$ cat config.mk
export PLATFORM = sky130hd
export DESIGN_NAME = rob_commit
export DESIGN_NICKNAME = d
export VERILOG_FILES = /design/src/rtl/rob_commit_pkg.sv /design/src/rtl/rob_commit_query.sv /design/src/rtl/rob_commit.sv
export SDC_FILE = /design/constraint.sdc
export NUM_CORES = 1
export LEC_CHECK = 0
export BUFFER_PORTS_ARGS = -buffer_cell sky130_fd_sc_hd__buf_2
export CORE_MARGIN = 3
export CORE_UTILIZATION = 35
export CTS_CLUSTER_DIAMETER = 80
export DETAILED_ROUTE_END_ITERATION = 16
export GPL_TIMING_DRIVEN = 0
export PLACE_DENSITY = 0.6
export SLEW_MARGIN = 20
export SYNTH_ARGS = -nofsm -noshare
export SYNTH_HDL_FRONTEND = slang
export SYNTH_SLANG_ARGS = --single-unit
$ cat constraint.sdc
create_clock -name clk -period 3.5 [get_ports clk]
set_input_delay 0.525 -clock clk [delete_from_list [all_inputs] [get_ports clk]]
set_output_delay 0.525 -clock clk [all_outputs]
set_load 0.02 [all_outputs]
$ cat src/rtl/rob_commit_pkg.sv
// Shared reorder-buffer types and sizes; the decoder and regfile use the same TAG_FREE.
package rob_commit_pkg;

  localparam int DEPTH  = 8;
  localparam int IDX_W  = 3;
  localparam int TAG_W  = 4;
  localparam int REG_W  = 5;
  localparam int DATA_W = 32;
  localparam int CNT_W  = IDX_W + 1;

  // Tag value meaning "no producer"; one past the last entry index.
  localparam logic [TAG_W-1:0] TAG_FREE = TAG_W'(DEPTH);

  typedef struct packed {
    logic              valid;
    logic              done;
    logic [REG_W-1:0]  dest_reg;
    logic [DATA_W-1:0] data;
  } rob_entry_t;

  // True when the tag names a real entry rather than TAG_FREE.
  function automatic logic tag_in_range(input logic [TAG_W-1:0] tag);
    return (tag < TAG_FREE);
  endfunction

endpackage

$ cat src/rtl/rob_commit_query.sv
// Operand lookup into the ROB with same-cycle CDB bypass.
module rob_query_port
  import rob_commit_pkg::*;
(
  input  logic [TAG_W-1:0]             q_tag,
  input  logic [DEPTH-1:0]             ent_valid,
  input  logic [DEPTH-1:0]             ent_done,
  input  logic [DEPTH-1:0][DATA_W-1:0] ent_data,
  input  logic                         cdb_valid,
  input  logic [TAG_W-1:0]             cdb_tag,
  input  logic [DATA_W-1:0]            cdb_data,
  output logic                         q_ready,
  output logic [DATA_W-1:0]            q_data
);

  logic [IDX_W-1:0] q_idx_s;

  // Resolve the queried tag: a matching broadcast wins over stored data; TAG_FREE and empty slots read as not ready.
  always_comb begin
    q_ready = 1'b0;
    q_data  = {DATA_W{1'b0}};
    q_idx_s = q_tag[IDX_W-1:0];
    if (tag_in_range(q_tag) && ent_valid[q_idx_s]) begin
      if (cdb_valid && (cdb_tag == q_tag)) begin
        q_ready = 1'b1;
        q_data  = cdb_data;
      end else if (ent_done[q_idx_s]) begin
        q_ready = 1'b1;
        q_data  = ent_data[q_idx_s];
      end else begin
        q_ready = 1'b0;
        q_data  = {DATA_W{1'b0}};
      end
    end else begin
      q_ready = 1'b0;
      q_data  = {DATA_W{1'b0}};
    end
  end

endmodule

$ cat src/rtl/rob_commit.sv
// Reorder buffer: in-order allocate, out-of-order CDB completion, in-order commit to the regfile.
module rob_commit
  import rob_commit_pkg::*;
(
  input  logic              clk,
  input  logic              rst,
  input  logic              alloc_valid,
  input  logic [REG_W-1:0]  alloc_reg,
  output logic              alloc_ready,
  output logic [TAG_W-1:0]  alloc_tag,
  input  logic              cdb_valid,
  input  logic [TAG_W-1:0]  cdb_tag,
  input  logic [DATA_W-1:0] cdb_data,
  output logic              commit_en,
  output logic [REG_W-1:0]  commit_reg,
  output logic [DATA_W-1:0] commit_data,
  output logic [TAG_W-1:0]  commit_tag,
  input  logic [TAG_W-1:0]  q1_tag,
  input  logic [TAG_W-1:0]  q2_tag,
  output logic              q1_ready,
  output logic              q2_ready,
  output logic [DATA_W-1:0] q1_data,
  output logic [DATA_W-1:0] q2_data,
  output logic              empty,
  output logic [CNT_W-1:0]  count
);

  rob_entry_t [DEPTH-1:0]       entries_q, entries_d;
  logic [IDX_W-1:0]             head_q, head_d;
  logic [IDX_W-1:0]             tail_q, tail_d;
  logic [CNT_W-1:0]             count_q, count_d;
  rob_entry_t                   head_entry_s;
  rob_entry_t                   slot_s;
  logic                         commit_en_s;
  logic                         alloc_ready_s;
  logic                         alloc_fire_s;
  logic                         cdb_hit_s;
  logic [IDX_W-1:0]             cdb_idx_s;
  logic [DEPTH-1:0]             ent_valid_s;
  logic [DEPTH-1:0]             ent_done_s;
  logic [DEPTH-1:0][DATA_W-1:0] ent_data_s;

  // Handshake decisions and pointer/occupancy updates; a full buffer does not credit a same-cycle commit.
  always_comb begin
    head_entry_s  = entries_q[head_q];
    commit_en_s   = head_entry_s.valid && head_entry_s.done;
    alloc_ready_s = (count_q != CNT_W'(DEPTH));
    alloc_fire_s  = alloc_valid && alloc_ready_s;
    cdb_idx_s     = cdb_tag[IDX_W-1:0];
    cdb_hit_s     = cdb_valid && tag_in_range(cdb_tag) && entries_q[cdb_idx_s].valid;
    head_d        = commit_en_s  ? (head_q + IDX_W'(1)) : head_q;
    tail_d        = alloc_fire_s ? (tail_q + IDX_W'(1)) : tail_q;
    count_d       = count_q + CNT_W'(alloc_fire_s) - CNT_W'(commit_en_s);
  end

  // Per-slot next state; commit clears the head, CDB marks a valid entry done, alloc fills the tail.
  always_comb begin
    entries_d = entries_q;
    slot_s    = entries_q[0];
    for (int i = 0; i < DEPTH; i++) begin
      slot_s = entries_q[i];
      if (commit_en_s && (head_q == IDX_W'(i))) begin
        slot_s.valid = 1'b0;
        slot_s.done  = 1'b0;
      end else if (cdb_hit_s && (cdb_idx_s == IDX_W'(i))) begin
        slot_s.done = 1'b1;
        slot_s.data = cdb_data;
      end else if (alloc_fire_s && (tail_q == IDX_W'(i))) begin
        slot_s.valid    = 1'b1;
        slot_s.done     = 1'b0;
        slot_s.dest_reg = alloc_reg;
        slot_s.data     = {DATA_W{1'b0}};
      end else begin
        slot_s = entries_q[i];
      end
      entries_d[i] = slot_s;
    end
  end

  // State registers; reset discards every in-flight entry and wins over alloc, CDB and commit.
  always_ff @(posedge clk) begin
    if (rst) begin
      entries_q <= {($bits(entries_q)){1'b0}};
      head_q    <= {IDX_W{1'b0}};
      tail_q    <= {IDX_W{1'b0}};
      count_q   <= {CNT_W{1'b0}};
    end else begin
      entries_q <= entries_d;
      head_q    <= head_d;
      tail_q    <= tail_d;
      count_q   <= count_d;
    end
  end

  // Commit port mirrors the head entry only while it retires, otherwise reads as zero.
  always_comb begin
    if (commit_en_s) begin
      commit_reg  = head_entry_s.dest_reg;
      commit_data = head_entry_s.data;
      commit_tag  = {1'b0, head_q};
    end else begin
      commit_reg  = {REG_W{1'b0}};
      commit_data = {DATA_W{1'b0}};
      commit_tag  = {TAG_W{1'b0}};
    end
  end

  // Flatten entry fields for the query ports so they see only what they use.
  always_comb begin
    ent_valid_s = {DEPTH{1'b0}};
    ent_done_s  = {DEPTH{1'b0}};
    ent_data_s  = {($bits(ent_data_s)){1'b0}};
    for (int i = 0; i < DEPTH; i++) begin
      ent_valid_s[i] = entries_q[i].valid;
      ent_done_s[i]  = entries_q[i].done;
      ent_data_s[i]  = entries_q[i].data;
    end
  end

  assign commit_en   = commit_en_s;
  assign alloc_ready = alloc_ready_s;
  assign alloc_tag   = {1'b0, tail_q};
  assign count       = count_q;
  assign empty       = (count_q == {CNT_W{1'b0}});

  rob_query_port u_q1 (
    .q_tag     (q1_tag),
    .ent_valid (ent_valid_s),
    .ent_done  (ent_done_s),
    .ent_data  (ent_data_s),
    .cdb_valid (cdb_valid),
    .cdb_tag   (cdb_tag),
    .cdb_data  (cdb_data),
    .q_ready   (q1_ready),
    .q_data    (q1_data)
  );

  rob_query_port u_q2 (
    .q_tag     (q2_tag),
    .ent_valid (ent_valid_s),
    .ent_done  (ent_done_s),
    .ent_data  (ent_data_s),
    .cdb_valid (cdb_valid),
    .cdb_tag   (cdb_tag),
    .cdb_data  (cdb_data),
    .q_ready   (q2_ready),
    .q_data    (q2_data)
  );

endmodule

# [Word-level counts from Yosys, hierarchy flattened]
# Index checks and enable logic that the tools add are counted.
[word_totals] out_inout_bits=118 regBits=322 input_bits=53 mem_bits_ro=0 ramBits=0 latchBits=0 memories=0
[classes] n_mul=0 bitwise=16 mux=55 div_mod_pow=0 n_eq_ne=24 shifts=0 addsub=4 magnitude_cmp=7 n_reduce_logical=76
[ops] op="32-bit 2-to-1 mux" n=17
[ops] op="38-bit 2-to-1 mux" n=8
[ops] op="39-bit binary-select mux with 3-bit select" n=2
[ops] op="32-bit binary-select mux with 3-bit select" n=2
[ops] op="39-bit 2-to-1 mux" n=2
[ops] op="3-bit == test (second input constant)" n=12
[ops] op="1-bit logical AND" n=32
[ops] op="2-bit AND reduction" n=16
[ops] op="3-bit AND reduction" n=8
[ops] op="3-bit by 2-bit == test with 1-bit output (second input constant)" n=6
[ops] op="1-bit 2-to-1 mux" n=18
[ops] op="3-bit by 4-bit less-than comparator with 1-bit output (second input constant)" n=4
[ops] op="1-bit inverter" n=16
[ops] op="2-bit nonzero test" n=8
[ops] op="2-bit OR reduction" n=8
[ops] op="1-bit binary-select mux with 3-bit select" n=4
[ops] op="4-bit less-than comparator (second input constant)" n=3
[ops] op="3-bit by 1-bit == test with 1-bit output (second input constant)" n=3
[ops] op="3-bit logical NOT" n=3
[ops] op="4-bit == test" n=2
[ops] op="3-bit by 1-bit adder with 3-bit output (second input constant)" n=2
[ops] op="5-bit 2-to-1 mux" n=1
[ops] op="4-bit by 1-bit adder with 4-bit output" n=1
[ops] op="4-bit logical NOT" n=1
[ops] op="other kinds (3)" n=3

# [Depth between registers and ports, before layout]
[logic_depth] depth_word=6 ltp_mapped=14

# [Cells and area by module]
# Synthesis repeated with hierarchy kept, for this count alone.
[unflattened] hier_cells=1849 area_unflattened_um2=19794.0
[by_module_without_submodules] mod="rob_commit" cells_per_inst=1353 area_each_um2=13970.9 seq_area_each_um2=6446.2 n_inst=1
[by_module_without_submodules] mod="rob_query_port" cells_per_inst=248 area_each_um2=2911.5 seq_area_each_um2=0.0 n_inst=2

# [Worst setup path after synthesis]
# OpenSTA, ideal clock, no wires.
[synth_path] kind="input to output" startpoint="input port q1_tag[0]" endpoint="output port q1_data[10]" cell_stages=7 slack_ps=530 required_ps=2975 arrival_ps=2445 path_cell_list="buf_2 buf_4 buf_2 buf_1 mux4_2 mux2i_1 a211oi_1"
[synth_between] elab_chain_cells=5 word_cells_on_any_way=13
[synth_rtl] element="start, declared" line_no="rob_commit.sv:18" source="input logic [TAG_W-1:0] q1_tag,"
[synth_rtl] element="32-bit binary-select mux with 3-bit select or 1-bit binary-select mux with 3-bit select (tied branches)" line_no="rob_commit_query.sv:29, rob_commit_query.sv:27"
[synth_rtl] element="32-bit 2-to-1 mux (implied by the code) or 1-bit 2-to-1 mux (tied branches)" line_no="rob_commit_query.sv:29, rob_commit_query.sv:27"
[synth_rtl] element="32-bit 2-to-1 mux" line_no="rob_commit_query.sv:27" source="end else if (ent_done[q_idx_s]) begin"
[synth_rtl] element="32-bit 2-to-1 mux" line_no="rob_commit_query.sv:24" source="if (cdb_valid && (cdb_tag == q_tag)) begin"
[synth_rtl] element="32-bit 2-to-1 mux (*)" line_no="rob_commit_query.sv:23" source="if (tag_in_range(q_tag) && ent_valid[q_idx_s]) begin"
[synth_rtl] element="end, declared" line_no="rob_commit.sv:22" source="output logic [DATA_W-1:0] q1_data,"
# Mark *: on every way between the ends. The rest lies on a longest branch, timed or not. The select of a mux whose other input is x is not followed.

# [Worst setup path in the final report]
[layout_path] startpoint="register head_q[0]" endpoint="output port commit_data[30]"
[layout_between] elab_chain_cells=4
[layout_rtl] element="start, declared" line_no="rob_commit.sv:29" source="logic [IDX_W-1:0] head_q, head_d;"
[layout_rtl] element="start signal, assigned" line_no="rob_commit.sv:84" source="head_q <= {IDX_W{1'b0}};"
[layout_rtl] element="39-bit binary-select mux with 3-bit select (*)" line_no="rob_commit.sv:45" source="head_entry_s = entries_q[head_q];"
[layout_rtl] element="39-bit 2-to-1 mux (implied by the code) (*)" line_no="rob_commit.sv:45"
[layout_rtl] element="1-bit logical AND" line_no="rob_commit.sv:46" source="commit_en_s = head_entry_s.valid && head_entry_s.done;"
[layout_rtl] element="32-bit 2-to-1 mux (*)" line_no="rob_commit.sv:97" source="if (commit_en_s) begin"
[layout_rtl] element="end, declared" line_no="rob_commit.sv:16" source="output logic [DATA_W-1:0] commit_data,"
# Marked as above.

==> summary.txt <==
Setup path
  – Worst Path Max Fanout: 10
  – RR Startpoint: count[2]
  – CP endpoint kind: primary output
  – Type of origin of the critical path: flop
  – Required time worst endpoint: 2.97 ns
  – CP Class: flop to primary output
  – Crit path DAT: 2.97 ns
  – Critical path origin: head_q[0]

Global route
  – Pin count of the biggest net entering global routing: 13
  – Vias in the first global route: approximately 18000
  – Total global-route track usage: about a quarter
  – Gr ovfl total: 0
  – Initial antenna violation count: 2
  – First-pass GRT wire length: between 100000 and 150000 um

Placement
  – Placed cell areas: 21220 sq um
  – Placed Cells: 2821
  – Setup WS pre-CTS: -0.9851 ns
  – Hpwl dp: 55380 um
  – Port bufs: 160
  – RePlAce Congestion: roughly 0.96

Drt
  – Routed vias/inst: 6.175
  – Via count: 17876
  – # DRC: 0
  – Drt pass-1 iters: 6
  – DR iter-0 viols: 2703
  – Detail Route Antenna Nets: 0
  – DR WL/cell: approximately 27 um
  – Final WL: 78550 um

Floorplanning
  – Die width: around 240 um
  – Initial Utilization: 35.78%
  – I/O pins: approximately 170
  – Die ar.: between 50000 and 60000 sq um
  – Die H: roughly 240 um
  – Num rows: 85
  – Core region area: 54450 sq um

Synthesis
  – EDFF count, synth: 0
  – Sequential area share after synthesis: 33.09%
  – Syn. warnings: 0
  – Synth top cells by count: dfxtp_1 (322), inv_1 (273), o32ai_1 (256)
  – Most used DFF post-synth: dfxtp_1
  – Syn Inst Count: 1920
  – Most common cell in the netlist: dfxtp_1
  – Synth cell types: 51
  – Main area contributors after synthesis: dfxtp_1 (33%), mux4_2 (25%), o32ai_1 (12%)
  – Yosys top cell by area: dfxtp_1
  – Mapped Area: 19480 sq um
  – Mapped Avg Cell Area: 10.15 sq um
  – Post-synthesis sequential element count: 322
  – Synth top area share: 33.09%
  – Post-synth ARST share: 0%

Timing
  – Layout Skew: ~0.014 ns
  – Setup TNS: 0 ns
  – Max Freq: 0.2859 GHz
  – Fin crit share: between 90% and 100%
  – Max-slew violations: 0
  – Final min period: 3.498 ns
  – Final setup vio count: 0
  – Worst hold slack: 0.2587 ns
  – Slew headroom: 22.35%
  – Hold Vio Cnt, Final: 0
  – Least-Margin Pin Slew: between 1 and 1.5 ns
  – Setup ws final: 0.002413 ns

Cells and area
  – Register area: 6446 sq um
  – Design area: ~23000 sq um
  – Final Util: 41.73%
  – P&R area growth vs syn: 16.64%
  – Non-filler instance count after layout: 2895
  – Area taken by multi-input logic gates: 11120 sq um
  – Filler Cells Inserted: about 5300
  – Final Net Count: approximately 2200
  – Share of layout cells above drive strength 1: 26.01%

Clock tree
  – CTS buffer count: 39
  – Longest Clk Path Bufs: 3
  – CTS tree: yes
  – TritonCTS Sinks: 322
  – Clock Latency Late Sink: roughly 0.57 ns
  – H-tree levels: 2
  – Clk pin slew, worst setup/hold paths: about 0.06 ns
  – Root Buffer: clkbuf_16

Power
  – Max VDD drop: 0.2702 mV
  – Power Total: between 9 and 10 mW
  – Leakage power: around 7.5 nW
  – Power density cells: between 400 and 500 nW/um^2

Hold path
  – Min-Delay Startpoint: alloc_reg[4]
  – Worst Hold Class: input port to flop

Run status
  – Status: complete, no violations

Flow run
  – Max-Cap Viols: 0
==> per-layer routing <==
layer	vias up	share of wire, %	global-route usage [%]
met5	-	0	0
met4	0	4.8	11.70
met3	260	13	9.087
met2	1312	45	39.76
met1	8695	38	32.84
li1	7609	-	-
==> placed cells by master, fill, tap and decap left out, drive strengths merged, types with 3 or more instances in the layout <==
cell,count
a211oi,42
a21o,4
a21oi,87
a221oi,4
a311oi,3
and2,9
and3,4
and4,3
buf,263
bufinv,4
clkbuf,185
clkinv,4
dfxtp,322
diode,3
ha,18
inv,277
mux2i,97
mux4,214
nand2,128
nand2b,53
nand3,6
nand3b,10
nand4,6
nor2,62
nor2b,4
nor3,7
o21ai,10
o32ai,256
or2,4
or3,32
xnor2,8
xor2,3
==> power by group <==
| part | leakage, nW | internal (mW) | switching [mW] | total (mW) |
|---|---|---|---|---|
| Combinational | 4.29 | 0.348 | 0.753 | 1.10 |
| Clock | 0.641 | 2.56 | 1.67 | 4.23 |
| Sequential | 2.60 | 3.72 | 0.0515 | 3.77 |
| Total | 7.52 | 6.63 | 2.48 | 9.11 |
==> cell families (layout without fill, tap and decap cells) <==
logic type | after synthesis | count (layout) | synth area share, %
xor+xnor | 11 | 11 | 0.4945
other cells | 1 | 5 | 0.01925
simple gates | 337 | 337 | 8.522
flops | 322 | 322 | 33.09
mux | 311 | 311 | 29.79
buf+inv | 502 | 734 | 10.13
fa+ha+maj | 19 | 19 | 1.259
compound gates | 417 | 417 | 16.70
==> state kept, by name, indices dropped and copies added (netlist names) <==
signal / flops
ent_data_s: 256
entries_q: 40
ent_done_s: 8
ent_valid_s: 8
count: 4
head_q: 3
tail_q: 3
==> area by class of cell <==
class | count | area share (%)
buffer | 223 | 4.542
clock inverter | 9 | 0.6717
antenna | 3 | 0.03304
clock buffer | 59 | 5.066
multi-input combinational | 1097 | 48.94
inverter | 276 | 4.559
timing repair buffer | 167 | 3.755
tap | 739 | 4.069
sequential | 322 | 28.37
==> worst max-delay path, stage by stage, from the launching register on <==
cell      delay [ns]
dfxtp_1         0.61
buf_4           0.39
clkbuf_2        0.44
mux4_2          0.28
nand2_1         0.05
a21oi_1         0.38
buf_2           0.24
==> final timing paths <==
check / end / slack (ns) / depth (start not counted)
setup / recovery: commit_data[30] / 0.002 / 6
hold / removal: entries_q[192] / 0.26 / 3
setup reg to reg: ent_data_s[183] / 0.20 / 9
hold reg to reg: entries_q[150] / 0.48 / 2
==> timing repair <==
item                                    in CTS  in global routing
buffers inserted                             2                  4
hold buffers                                 0                  0
gates resized for setup                     57                 23
endpoints found under the setup margin     105                116
Power figures use the tool's default switching activity.
